[config.mk]
export PLATFORM = sky130hd
export DESIGN_NAME = ins_fetch
export DESIGN_NICKNAME = d
export VERILOG_FILES = /design/src/rtl/ins_fetch.sv
export SDC_FILE = /design/constraint.sdc
export NUM_CORES = 1
export LEC_CHECK = 0
export ABC_AREA = 1
export BUFFER_PORTS_ARGS = -buffer_cell sky130_fd_sc_hd__buf_2
export CORE_ASPECT_RATIO = 1.2
export CORE_UTILIZATION = 45
export CTS_BUF_LIST = sky130_fd_sc_hd__clkbuf_8
export DETAILED_ROUTE_END_ITERATION = 6
export SLEW_MARGIN = 20
export SYNTH_ARGS = -nofsm -noshare
export SYNTH_HDL_FRONTEND = slang
export SYNTH_SLANG_ARGS = --single-unit
[constraint.sdc]
create_clock -name clk_in -period 14.94 [get_ports clk_in]
set_input_delay 2.988 -clock clk_in [delete_from_list [all_inputs] [get_ports clk_in]]
set_output_delay 2.988 -clock clk_in [all_outputs]
set_load 0.005 [all_outputs]
[src/rtl/ins_fetch.sv]
// rtl/ins_fetch.sv - byte-serial instruction fetch with a small instruction/pc FIFO
module ins_fetch #(
   parameter logic [31:0] RESET_PC   = 32'h0,
   parameter int          QDEPTH_LOG = 2
) (
   input  logic        clk_in,
   input  logic        rst_in,
   input  logic        rdy_in,
   input  logic        stall_in,
   input  logic        jmp_flg,
   input  logic [31:0] jmp_pc,
   output logic        mem_req,
   output logic [31:0] mem_addr,
   input  logic        mem_gnt,
   input  logic [7:0]  mem_din,
   output logic        ins_flg,
   output logic [31:0] ins,
   output logic [31:0] pc
);

   localparam int DEPTH = 1 << QDEPTH_LOG;
   localparam logic [QDEPTH_LOG-1:0] PTR_ONE = 1;
   localparam logic [QDEPTH_LOG:0]   CNT_ONE = 1;
   localparam logic [QDEPTH_LOG:0]   CNT_FULL = (QDEPTH_LOG+1)'(DEPTH);

   typedef enum logic {S_REQ, S_WAIT} state_t;

   state_t                state_q;
   logic [1:0]            byte_cnt_q;
   logic [31:0]           fetch_pc_q;
   logic [23:0]           word_q;
   logic [31:0]           ins_mem_q [DEPTH];
   logic [31:0]           pc_mem_q  [DEPTH];
   logic [QDEPTH_LOG-1:0] head_q, tail_q;
   logic [QDEPTH_LOG:0]   count_q, count_d;
   logic                  push, pop;

   // A new word may only start with room in the FIFO; a word already begun always completes.
   assign mem_req  = rdy_in & ~rst_in & (state_q == S_REQ) &
                     ((count_q < CNT_FULL) | (byte_cnt_q != 2'd0));
   assign mem_addr = fetch_pc_q + 32'(byte_cnt_q);
   assign ins_flg  = rdy_in & (count_q != '0) & ~stall_in & ~jmp_flg;
   assign ins      = ins_mem_q[head_q];
   assign pc       = pc_mem_q[head_q];

   assign pop  = ins_flg;
   assign push = rdy_in & ~jmp_flg & (state_q == S_WAIT) & (byte_cnt_q == 2'd3);

   always_comb begin
      count_d = count_q;
      case ({push, pop})
         2'b10:   count_d = count_q + CNT_ONE;
         2'b01:   count_d = count_q - CNT_ONE;
         default: count_d = count_q;
      endcase
   end

   always_ff @(posedge clk_in or posedge rst_in) begin
      if (rst_in) begin
         state_q    <= S_REQ;
         byte_cnt_q <= 2'd0;
         fetch_pc_q <= RESET_PC;
         word_q     <= '0;
         head_q     <= '0;
         tail_q     <= '0;
         count_q    <= '0;
         for (int i = 0; i < DEPTH; i++) begin
            ins_mem_q[i] <= '0;
            pc_mem_q[i]  <= '0;
         end
      end else if (rdy_in) begin
         if (jmp_flg) begin
            // Redirect drops any in-flight grant or returning byte.
            state_q    <= S_REQ;
            byte_cnt_q <= 2'd0;
            fetch_pc_q <= jmp_pc;
            head_q     <= '0;
            tail_q     <= '0;
            count_q    <= '0;
         end else begin
            case (state_q)
               S_REQ: begin
                  if (mem_req && mem_gnt) state_q <= S_WAIT;
               end
               S_WAIT: begin
                  state_q <= S_REQ;
                  case (byte_cnt_q)
                     2'd0: word_q[7:0]   <= mem_din;
                     2'd1: word_q[15:8]  <= mem_din;
                     2'd2: word_q[23:16] <= mem_din;
                     default: begin
                        ins_mem_q[tail_q] <= {mem_din, word_q};
                        pc_mem_q[tail_q]  <= fetch_pc_q;
                        tail_q            <= tail_q + PTR_ONE;
                        fetch_pc_q        <= fetch_pc_q + 32'd4;
                     end
                  endcase
                  byte_cnt_q <= byte_cnt_q + 2'd1;
               end
               default: state_q <= S_REQ;
            endcase
            if (pop) head_q <= head_q + PTR_ONE;
            count_q <= count_d;
         end
      end
   end

endmodule

## Word level (Yosys, flattened, before mapping)

Index checks and enable logic that the tools add are counted.

- Logic and storage cells: 93
- Output and inout bits: 98
- Flip-flop bits (word level): 322
- Input bits: 46

- Bitwise gates (word level): 17
- $lt $le $gt $ge: 4
- Add/subtract/negate cells: 7
- Mux-type cells: 25
- Reduce and logical (&&, ||, !) cells: 17
- Equal/unequal tests: 6

Operators by type and width:

| cell | number |
|---|---|
| bitwise mux 128 bit | 2 |
| two-way mux 32 bit | 8 |
| binary-select mux 32 bit (select 2 bit) | 2 |
| demux 32 bit (select 2 bit) | 1 |
| adder 32 x 2 -> 32 bit | 1 |
| adder 32 x 3 -> 32 bit (second input constant) | 1 |
| AND reduction 4 bit | 4 |
| two-way mux 2 bit | 7 |
| AND 1 bit | 9 |
| adder 2 x 1 -> 2 bit (second input constant) | 3 |
| equality test 2 bit (second input constant) | 3 |
| greater-or-equal comparator 3 bit (second input constant) | 2 |
| NOT 2 -> 3 bit | 2 |
| case mux 3 bit (2 select lines) | 1 |
| AND reduction 2 bit | 3 |
| nonzero test 2 bit | 3 |
| nonzero test 3 bit | 2 |
| NOT 1 bit | 5 |
| equality test 2 x 1 -> 1 bit (second input constant) | 2 |
| adder 3 x 1 -> 3 bit (second input constant) | 1 |
| less-than comparator 3 x 1 -> 1 bit (second input constant) | 1 |
| less-than comparator 3 bit (second input constant) | 1 |
| two-way mux 3 bit | 1 |
| AND reduction 3 bit | 1 |
| 8 further kinds | 10 |

## Logic depth before layout (Yosys ltp)

Gate-level depths: netlist of run 1.

- Depth after elaboration: 8
- Mapped depth: 12
- Mapped depth without buffers: 11

## Least setup slack after synthesis of run 1

No wires, ideal clock.

- Path type: input port to output port
- Start: input port rst_in
- End: output port mem_req
- Data required time: 11.952 ns
- Buffers on the path: 0
- Arrival time: 10.243 ns
- Cell stages on the path: 3
- Setup slack: 1.709 ns
- Path through: inv_1 nand3_1 a21oi_1

- Word-level cells in the longest chain between the ends: 4

RTL lines:

| element | line | text |
|---|---|---|
| start, declared | 7 | `input logic rst_in,` |
| NOT 1 bit | 39 | `assign mem_req = rdy_in & ~rst_in & (state_q == S_REQ) &` |
| AND 1 bit (3 in a row) | 39 |  |
| end, declared | 12 | `output logic mem_req,` |

No other way between the ends.

## Final worst setup path of run 1

- Start: input port jmp_flg
- End: output port ins_flg

- Word-level cells in the longest chain between the ends: 2

RTL lines:

| element | line | text |
|---|---|---|
| start, declared | 10 | `input logic jmp_flg,` |
| NOT 1 bit (no line) | n/a |  |
| AND 1 bit | 42 | `assign ins_flg = rdy_in & (count_q != '0) & ~stall_in & ~jmp_flg;` |
| end, declared | 16 | `output logic ins_flg,` |

No other way between the ends.

==> metrics.csv, run 1 <==
metric,value,unit
overall power,1.97,mW
fin crit share,51.2,%
met1 usage,31.7,%
Synth top area share,51.0,%
grt ovf,0,
first-pass GRT wire length,67300,um
Worst-Skew Late Latency,0.61,ns
worst slew pin tran,0.995,ns
Top-Level Pins,144,
final setup skew,0.0220,ns
status,completed,
Final HPWL DP,25600,um
clock sink total,322,
DR WL/cell,17.1,um
leading area contributor after synthesis,dfrtp_1,
Die Wd,173,um
R2R depth,7,
met3 usage,3.32,%
Crit-path slowest cell,inv_2,
Die Y,207,um
Initial Util,46.0,%
area grow syn2layout,11.3,%
GRT Total Usage,23.4,%
pin count of the biggest net entering global routing,112,
vias per std cell,5.33,
Post-Layout Cell Count,2439,
antenna fix cells,0,
Pre-antenna DRT Iters,6,
"Req. time, crit path",11.95,ns
VDD IR max,0.0000598,V
final setup margin,7.29,ns
antenna violations before repair,0,
CTS Root Cell,clkbuf_8,
CTS Buf Count,54,
placed cell area,0.0164,sq mm
routed wire length,41700,um
# port buffers,143,
Synth area leaders,"dfrtp_1, nand2_1, o21ai_0",
H-tree depth,2,
RD Place Congestion,0.917,
1st-iter DRT viols,832,
Cells after Synth,1851,
Die Area,0.0359,sq mm
Final setup violation count,0,
Antenna Violating Nets Remaining,0,
type of the tightest min-delay check,reg2reg,
vias post-DR,12994,
share of cells above drive strength 1,19.0,%
arrival time at the worst endpoint,4.66,ns
DRC viols,0,
normalized max-slew margin,33.7,%
Yosys warnings,0,
CTS tree,built,
CP max stage delay,0.67,ns
Seq cells post-synth,322,
"Cell Chain, Critical Path","buf_2, inv_2, nand3_1, inv_1, buf_2",
Core Area,0.0344,sq mm
CP Class,in2out,
Synth Cell Area,0.0158,sq mm
Async SR Flop Fraction,100,%
placed cells,2339,
vias in the first global route,12513,
"Seq/Total Area, Yosys",51.0,%
"CTS clk-pin slew, worst paths",0.06,ns
Most common cell on crit path,buf_2,
Post-CTS Setup Bufs,0,
number of nets in the layout,1999,
CTS Buffer Depth,3,
Finished Core Util,51.2,%
number of synthesized flops with an enable pin,0,
Yosys cell types,40,
Synth Area per Inst,8.54,sq um
Startpoint Class,primary input,
Syn Nets,1911,
post-cts resize count,0,
Final Cell Area,0.0176,sq mm
DP Worst Slack,7.32,ns
"Top FF cell, synth",dfrtp_1,
RSZ-0062 raised after global routing,false,
Post-CTS Hold Fix Bufs,0,
num rows,74,
final setup TNS,0,ns
GRT Max-Usage Layer,met2,
Cell Pwr Density,112,mW/mm^2
hold_ws,0.475,ns
Final Hold Viols,0,
met2 usage in global routing,38.8,%
P_leak,8.55,nW
Tmin final,7.65,ns
maxcap violations,0,
CP endpoint kind,output port,
Max Fclk,0.131,GHz
crit path max fanout,46,
hold depth,2,
Final Max Tran Viols,0,
## report_power, final
part	switching, mW	total [mW]	leakage (nW)	internal (mW)
clock network	0.362	0.837	0.674	0.475
registers	0.0365	0.940	4.41	0.903
logic	0.140	0.195	3.47	0.0547
total	0.538	1.97	8.55	1.43
## layer usage
metal	vias to the layer above	wire, um
met5	-	0
met4	0	896
met3	62	1990
met2	339	19700
met1	6282	19100
li1	6311	-
## synth_stat cells (2+ instances only)
master	n
nand3_1	41
a21oi_2	2
nand3_2	3
xor2_1	31
nor3_1	3
nand4_1	3
a31oi_1	5
nand2_2	5
inv_1	97
dfrtp_1	322
nand2_4	3
buf_4	4
o21ai_2	98
inv_2	4
nor2_2	9
buf_2	28
a21oi_1	16
clkbuf_2	3
clkbuf_1	45
nor2_1	210
buf_6	40
o21ai_0	249
nor2_4	5
o21ai_1	101
o22ai_1	65
buf_1	3
nand2_1	431
ha_1	13
## worst max-delay path: cells and delay by family
kind | cells | cell delay [ns]
buf+inv | 4 | 1.30
simple gates | 1 | 0.37
## state kept, by name, summed over array words and instances (netlist names)
signal      cells
ins_mem_q     128
pc_mem_q      128
fetch_pc_q     32
word_q         24
count_q         3
byte_cnt_q      2
head_q          2
tail_q          2
state_q         1
## path summary, 6_finish.rpt
kind | from | end | slack [ns]
setup / recovery | jmp_flg | ins_flg | 7.29
hold / removal | pc_mem_q[90]$_DFFE_PP0P_ | pc_mem_q[90]$_DFFE_PP0P_ | 0.47
setup reg to reg | byte_cnt_q[1]$_DFFE_PP0P_ | ins_mem_q[15]$_DFFE_PP0P_ | 11.78
hold reg to reg | pc_mem_q[90]$_DFFE_PP0P_ | pc_mem_q[90]$_DFFE_PP0P_ | 0.47
max in group asynchronous | rst_in | pc_mem_q[98]$_DFFE_PP0P_ | 10.33
min in group asynchronous | rst_in | ins_mem_q[100]$_DFFE_PP0P_ | 2.51
## logic make-up (layout without fill, tap and decap cells)
group                    Yosys count  count (layout)  synth area share [%]
AO/OA/AOI/OAI                    543             543                  20.3
AND/OR/NAND/NOR                  716             716                  18.3
XOR/XNOR                          32              32                  1.77
adder cells (fa/ha/maj)           14              14                  1.16
buffers and inverters            224             356                  7.56
flip-flops                       322             322                  51.0
## cell usage in the layout (no fill, tap or decap), types with 65 or more instances in the layout
cell type,count
o22ai_1,65
clkbuf_8,74
o21ai_2,98
nand2_1,430
o21ai_1,101
inv_1,109
o21ai_0,249
dfrtp_1,320
nor2_1,210
buf_2,143
## area by class of cell
class                           instances  area [sq um]
Tap cell                              456           571
Multi-Input combinational cell       1305          6560
Fill cell                            3382         16800
Timing Repair Buffer                  155           810
Sequential cell                       322          8070
Clock inverter                         26           170
Clock buffer                           74          1020
Inverter                              101           389
Power figures use the tool's default switching activity.
==> run 2: changes to the inputs <==
Clock period 14.94 ns to 7.38 ns, I/O delays scaled along.
==> run 2 against run 1 <==
Register-to-register slack got worse by 7.5 ns; clock power increased by 78%; power increased by 92%; highest routed layer unchanged; design area decreased by 0.80%; flip-flop and latch count unchanged; cell count decreased by 0.16%; worst hold slack improved by 0.00058 ns; critical endpoint is now pc[16]; non-clock buffer count increased by 2; clock-buffer cell count decreased by 10; core utilization decreased by 0.41 points; via count decreased by 0.88%; combinational power increased by 100%.
==> metrics.csv, run 2 (synthesis gave the netlist of run 1 again) <==
metric,value,unit
vias in the first global route,12689,
VDD IR max,0.000118,V
final setup margin,2.64,ns
Post-Layout Cell Count,2435,
CTS Buf Count,53,
Finished Core Util,50.8,%
Final Cell Area,0.0174,sq mm
share of cells above drive strength 1,18.4,%
Post-CTS Hold Fix Bufs,0,
Cell Pwr Density,217,mW/mm^2
"CTS clk-pin slew, worst paths",0.06,ns
vias post-DR,12880,
routed wire length,41700,um
footprint of the multi-input gates,0.00656,sq mm
type of the tightest min-delay check,reg2reg,
antenna fix cells,0,
vias per std cell,5.29,
Die Area,0.0359,sq mm
Crit-path slowest cell,dfrtp_4,
normalized max-slew margin,30.0,%
fin crit share,64.2,%
Die Y,207,um
Initial Util,46.0,%
CTS Root Cell,clkbuf_8,
number of nets in the layout,2000,
Reg area,0.00807,sq mm
Post-CTS Setup Bufs,0,
r2r setup slk,4.29,ns
DRC viols,0,
"Req. time, crit path",5.90,ns
"Cell Chain, Critical Path","inv_4, buf_4, o21ai_0, o22ai_1, buf_2",
clock sink total,322,
maxcap violations,0,
CTS tree,built,
CP endpoint kind,output port,
Startpoint Class,flip-flop,
Top-Level Pins,144,
worst slew pin tran,1.05,ns
CTS Buffer Depth,3,
CP Class,reg2out,
FILL cells,3370,
H-tree depth,2,
DR WL/cell,17.1,um
CP max stage delay,0.71,ns
Antenna Violating Nets Remaining,0,
Final Hold Viols,0,
overall power,3.79,mW
num rows,74,
most frequent cells in the layout,"nand2_1, dfrtp_1, o21ai_0",
antenna violations before repair,0,
status,completed,
Max Fclk,0.211,GHz
arrival time at the worst endpoint,3.26,ns
hold_ws,0.475,ns
Core Area,0.0344,sq mm
P_leak,8.51,nW
Largest regs,"ins_mem_q (128), pc_mem_q (128), fetch_pc_q (32)",
# port buffers,143,
Tmin final,4.74,ns
RSZ-0062 raised after global routing,false,
Worst-Skew Late Latency,0.60,ns
grt ovf,0,
placed cells,2340,
GRT Total Usage,23.9,%
pin count of the biggest net entering global routing,182,
Pre-antenna DRT Iters,6,
Final Max Tran Viols,0,
Final setup violation count,0,
Die Wd,173,um
1st-iter DRT viols,894,
crit path max fanout,79,
final setup TNS,0,ns
area grow syn2layout,10.4,%
RD Place Congestion,0.894,
first-pass GRT wire length,68600,um
"commonest non-fill, non-tap cell in the layout",nand2_1,
DP Worst Slack,3.23,ns
placed cell area,0.0164,sq mm
Final HPWL DP,25800,um
post-cts resize count,0,
final setup skew,0.0206,ns
## run 2: changes by cell type in the layout (fill, tap and decap cells not counted), sizes merged
cell | before | now
clkbuf | 74 | 64
inv | 117 | 125
buf | 155 | 157
bufinv | 2 | 0
clkinv | 7 | 5
## run 2: final timing paths
kind,startpoint,end,cells after the start
setup / recovery,head_q[0]$_DFFE_PP0P_,pc[16],5
hold / removal,ins_mem_q[72]$_DFFE_PP0P_,ins_mem_q[72]$_DFFE_PP0P_,2
setup reg to reg,byte_cnt_q[1]$_DFFE_PP0P_,ins_mem_q[22]$_DFFE_PP0P_,7
hold reg to reg,ins_mem_q[72]$_DFFE_PP0P_,ins_mem_q[72]$_DFFE_PP0P_,2
max in group asynchronous,rst_in,pc_mem_q[115]$_DFFE_PP0P_,4
min in group asynchronous,rst_in,ins_mem_q[6]$_DFFE_PP0P_,2
## run 2: metal layers
metal | track usage [%] | part of all wire (%)
met1 | 33.4 | 46
met2 | 38.1 | 46
met3 | 3.46 | 5.1
met4 | 7.96 | 2.8
met5 | 0 | 0
## run 2: critical path, delay by kind of cell, from the launching register on
kind | cells | cell delay (ns)
buffers and inverters | 3 | 1.46
DFF | 1 | 0.71
AOI/OAI and AO/OA | 2 | 0.44
## run 2: power breakdown
part	total [mW]	internal, mW	switching [mW]	leakage [nW]
clock network	1.49	0.781	0.708	0.612
registers	1.90	1.83	0.0759	4.41
logic	0.397	0.113	0.284	3.49
total	3.79	2.72	1.07	8.51
## run 2: cell type report
cell class                 instances  share of cell area, %
inverter                         101                   2.21
timing repair buffer             157                   4.89
clock inverter                    30                  0.732
sequential                       322                   46.2
multi-input combinational       1305                   37.6
tap                              456                   3.27
clock buffer                      64                   5.05
==> run 3: changes to the inputs <==
Clock period 7.38 ns to 4.5 ns, I/O delays scaled along.
==> run 3 against run 2 <==
Global-route usage rose by 0.14 points; highest routed layer is now met5; core utilization rose by 0.51 points; wire length rose by 1.7%; worst hold slack got worse by 0.23 ns; cell count rose by 0.37%; clock-buffer cell count rose by 7; largest power group unchanged; largest cell class unchanged.
==> metrics.csv, run 3 (synthesis gave the netlist of run 1 again) <==
metric,value,unit
post-cts resize count,0,
CP endpoint kind,output port,
Final Hold Viols,0,
Die Area,0.0359,sq mm
DR top layer,met5,
R2R depth,7,
CTS Buffer Depth,3,
share of cells above drive strength 1,19.0,%
DRC viols,0,
antenna fix cells,0,
Tmin final,3.87,ns
footprint of the multi-input gates,0.00656,sq mm
routed wl met2,20000,um
VDD IR max,0.000219,V
type of the tightest min-delay check,in2async,
placed cells,2345,
routed wire length,42400,um
arrival time at the worst endpoint,2.97,ns
Pre-antenna DRT Iters,5,
vias per std cell,5.35,
Post-CTS Setup Bufs,0,
"commonest non-fill, non-tap cell in the layout",nand2_1,
DR WL/cell,17.3,um
pin count of the biggest net entering global routing,172,
Top-Level Pins,144,
Final Cell Area,0.0176,sq mm
vias in the first global route,12705,
fin crit share,86.0,%
Post-Layout Cell Count,2444,
crit path launch,byte_cnt_q[0]$_DFFE_PP0P_,
first-pass GRT wire length,69000,um
# port buffers,143,
H-tree depth,2,
RD Place Congestion,0.903,
P_leak,8.59,nW
maxcap violations,0,
antenna violations before repair,1,
Cell Pwr Density,362,mW/mm^2
Antenna Violating Nets Remaining,0,
met3 WL,1950,um
hold_ws,0.242,ns
Max Fclk,0.259,GHz
placed cell area,0.0165,sq mm
clock sink total,322,
Reg area,0.00806,sq mm
worst setup path end,mem_addr[24],
area grow syn2layout,11.5,%
worst slew pin tran,0.941,ns
1st-iter DRT viols,929,
Final Max Tran Viols,0,
r2r setup slk,1.76,ns
Post-CTS Hold Fix Bufs,0,
number of nets in the layout,2005,
final setup skew,0.0171,ns
vias post-DR,13072,
final setup TNS,0,ns
Worst-Skew Late Latency,0.60,ns
Final HPWL DP,26700,um
Core Area,0.0344,sq mm
Die Wd,173,um
Initial Util,46.0,%
"Req. time, crit path",3.60,ns
CTS Buf Count,54,
Metal-1 WL,19300,um
Reg-to-Reg Start,byte_cnt_q[1]$_DFFE_PP0P_,
normalized max-slew margin,37.2,%
CTS Root Cell,clkbuf_8,
Startpoint Class,flip-flop,
FILL cells,3378,
GRT Total Usage,24.0,%
Largest regs,"ins_mem_q (128), pc_mem_q (128), fetch_pc_q (32)",
CTS tree,built,
Die Y,207,um
most frequent cells in the layout,"nand2_1, dfrtp_1, o21ai_0",
RSZ-0062 raised after global routing,false,
status,completed,
"CTS clk-pin slew, worst paths",0.06,ns
grt ovf,0,
CP Class,reg2out,
reg-to-reg endpoint,pc_mem_q[69]$_DFFE_PP0P_,
crit path max fanout,11,
Final setup violation count,0,
num rows,74,
[run 3: how the worst min path moves through the flow]
| stage | end | slack (ns) | cells after the start |
|---|---|---|---|
| CTS | ins_mem_q[68]$_DFFE_PP0P_ | 0.21 | 2 |
| floorplan | ins_mem_q[32]$_DFFE_PP0P_ | 0.45 | 2 |
| global placement | ins_mem_q[33]$_DFFE_PP0P_ | 0.46 | 2 |
| global route | ins_mem_q[68]$_DFFE_PP0P_ | 0.22 | 2 |
| detailed placement | ins_mem_q[66]$_DFFE_PP0P_ | 0.46 | 2 |
| finish | ins_mem_q[68]$_DFFE_PP0P_ | 0.24 | 2 |
[run 3: report_power, final]
part	switching [mW]	internal (mW)	total [mW]	leakage, nW
sequential	0.124	3.00	3.12	4.41
combinational	0.473	0.184	0.658	3.53
clock	1.19	1.41	2.60	0.648
[run 3: layout make-up]
cell class / instances / area share [%]
well taps: 456 / 3.24
flip-flops and latches: 322 / 45.8
clock inverters: 28 / 0.703
multi-input cells: 1305 / 37.2
clock buffers: 71 / 5.55
repair buffers: 161 / 5.33
inverters: 101 / 2.19
[run 3: per-layer routing]
layer | vias to the layer above | track usage, %
met5 | - | 0
met4 | 2 | 7.84
met3 | 75 | 3.64
met2 | 360 | 38.4
met1 | 6323 | 33.5
li1 | 6312 | -
[run 3: per-stage QoR]
| stage | utilization [%] | setup WS (ns) | total power, mW |
|---|---|---|---|
| finish | 51.3 | 0.632 | 6.38 |
| global route | 51.3 | 0.494 | 6.68 |
| CTS | 51.3 | 0.620 | 6.46 |
| detailed placement | 48.1 | 1.27 | 3.83 |
| global placement | 48.1 | 1.29 | 3.83 |
| floorplan | - | -2.20 | 3.56 |
[run 3: worst max-delay path, stage by stage (launching register included)]
cell and delay, ns:
dfrtp_1 0.44, ha_1 0.22, fa_1 0.60, nand2_1 0.16, inv_1 0.17, nand2_1 0.13, nor3_2 0.23, nand3_1 0.12
xor2_1 0.16, buf_2 0.14
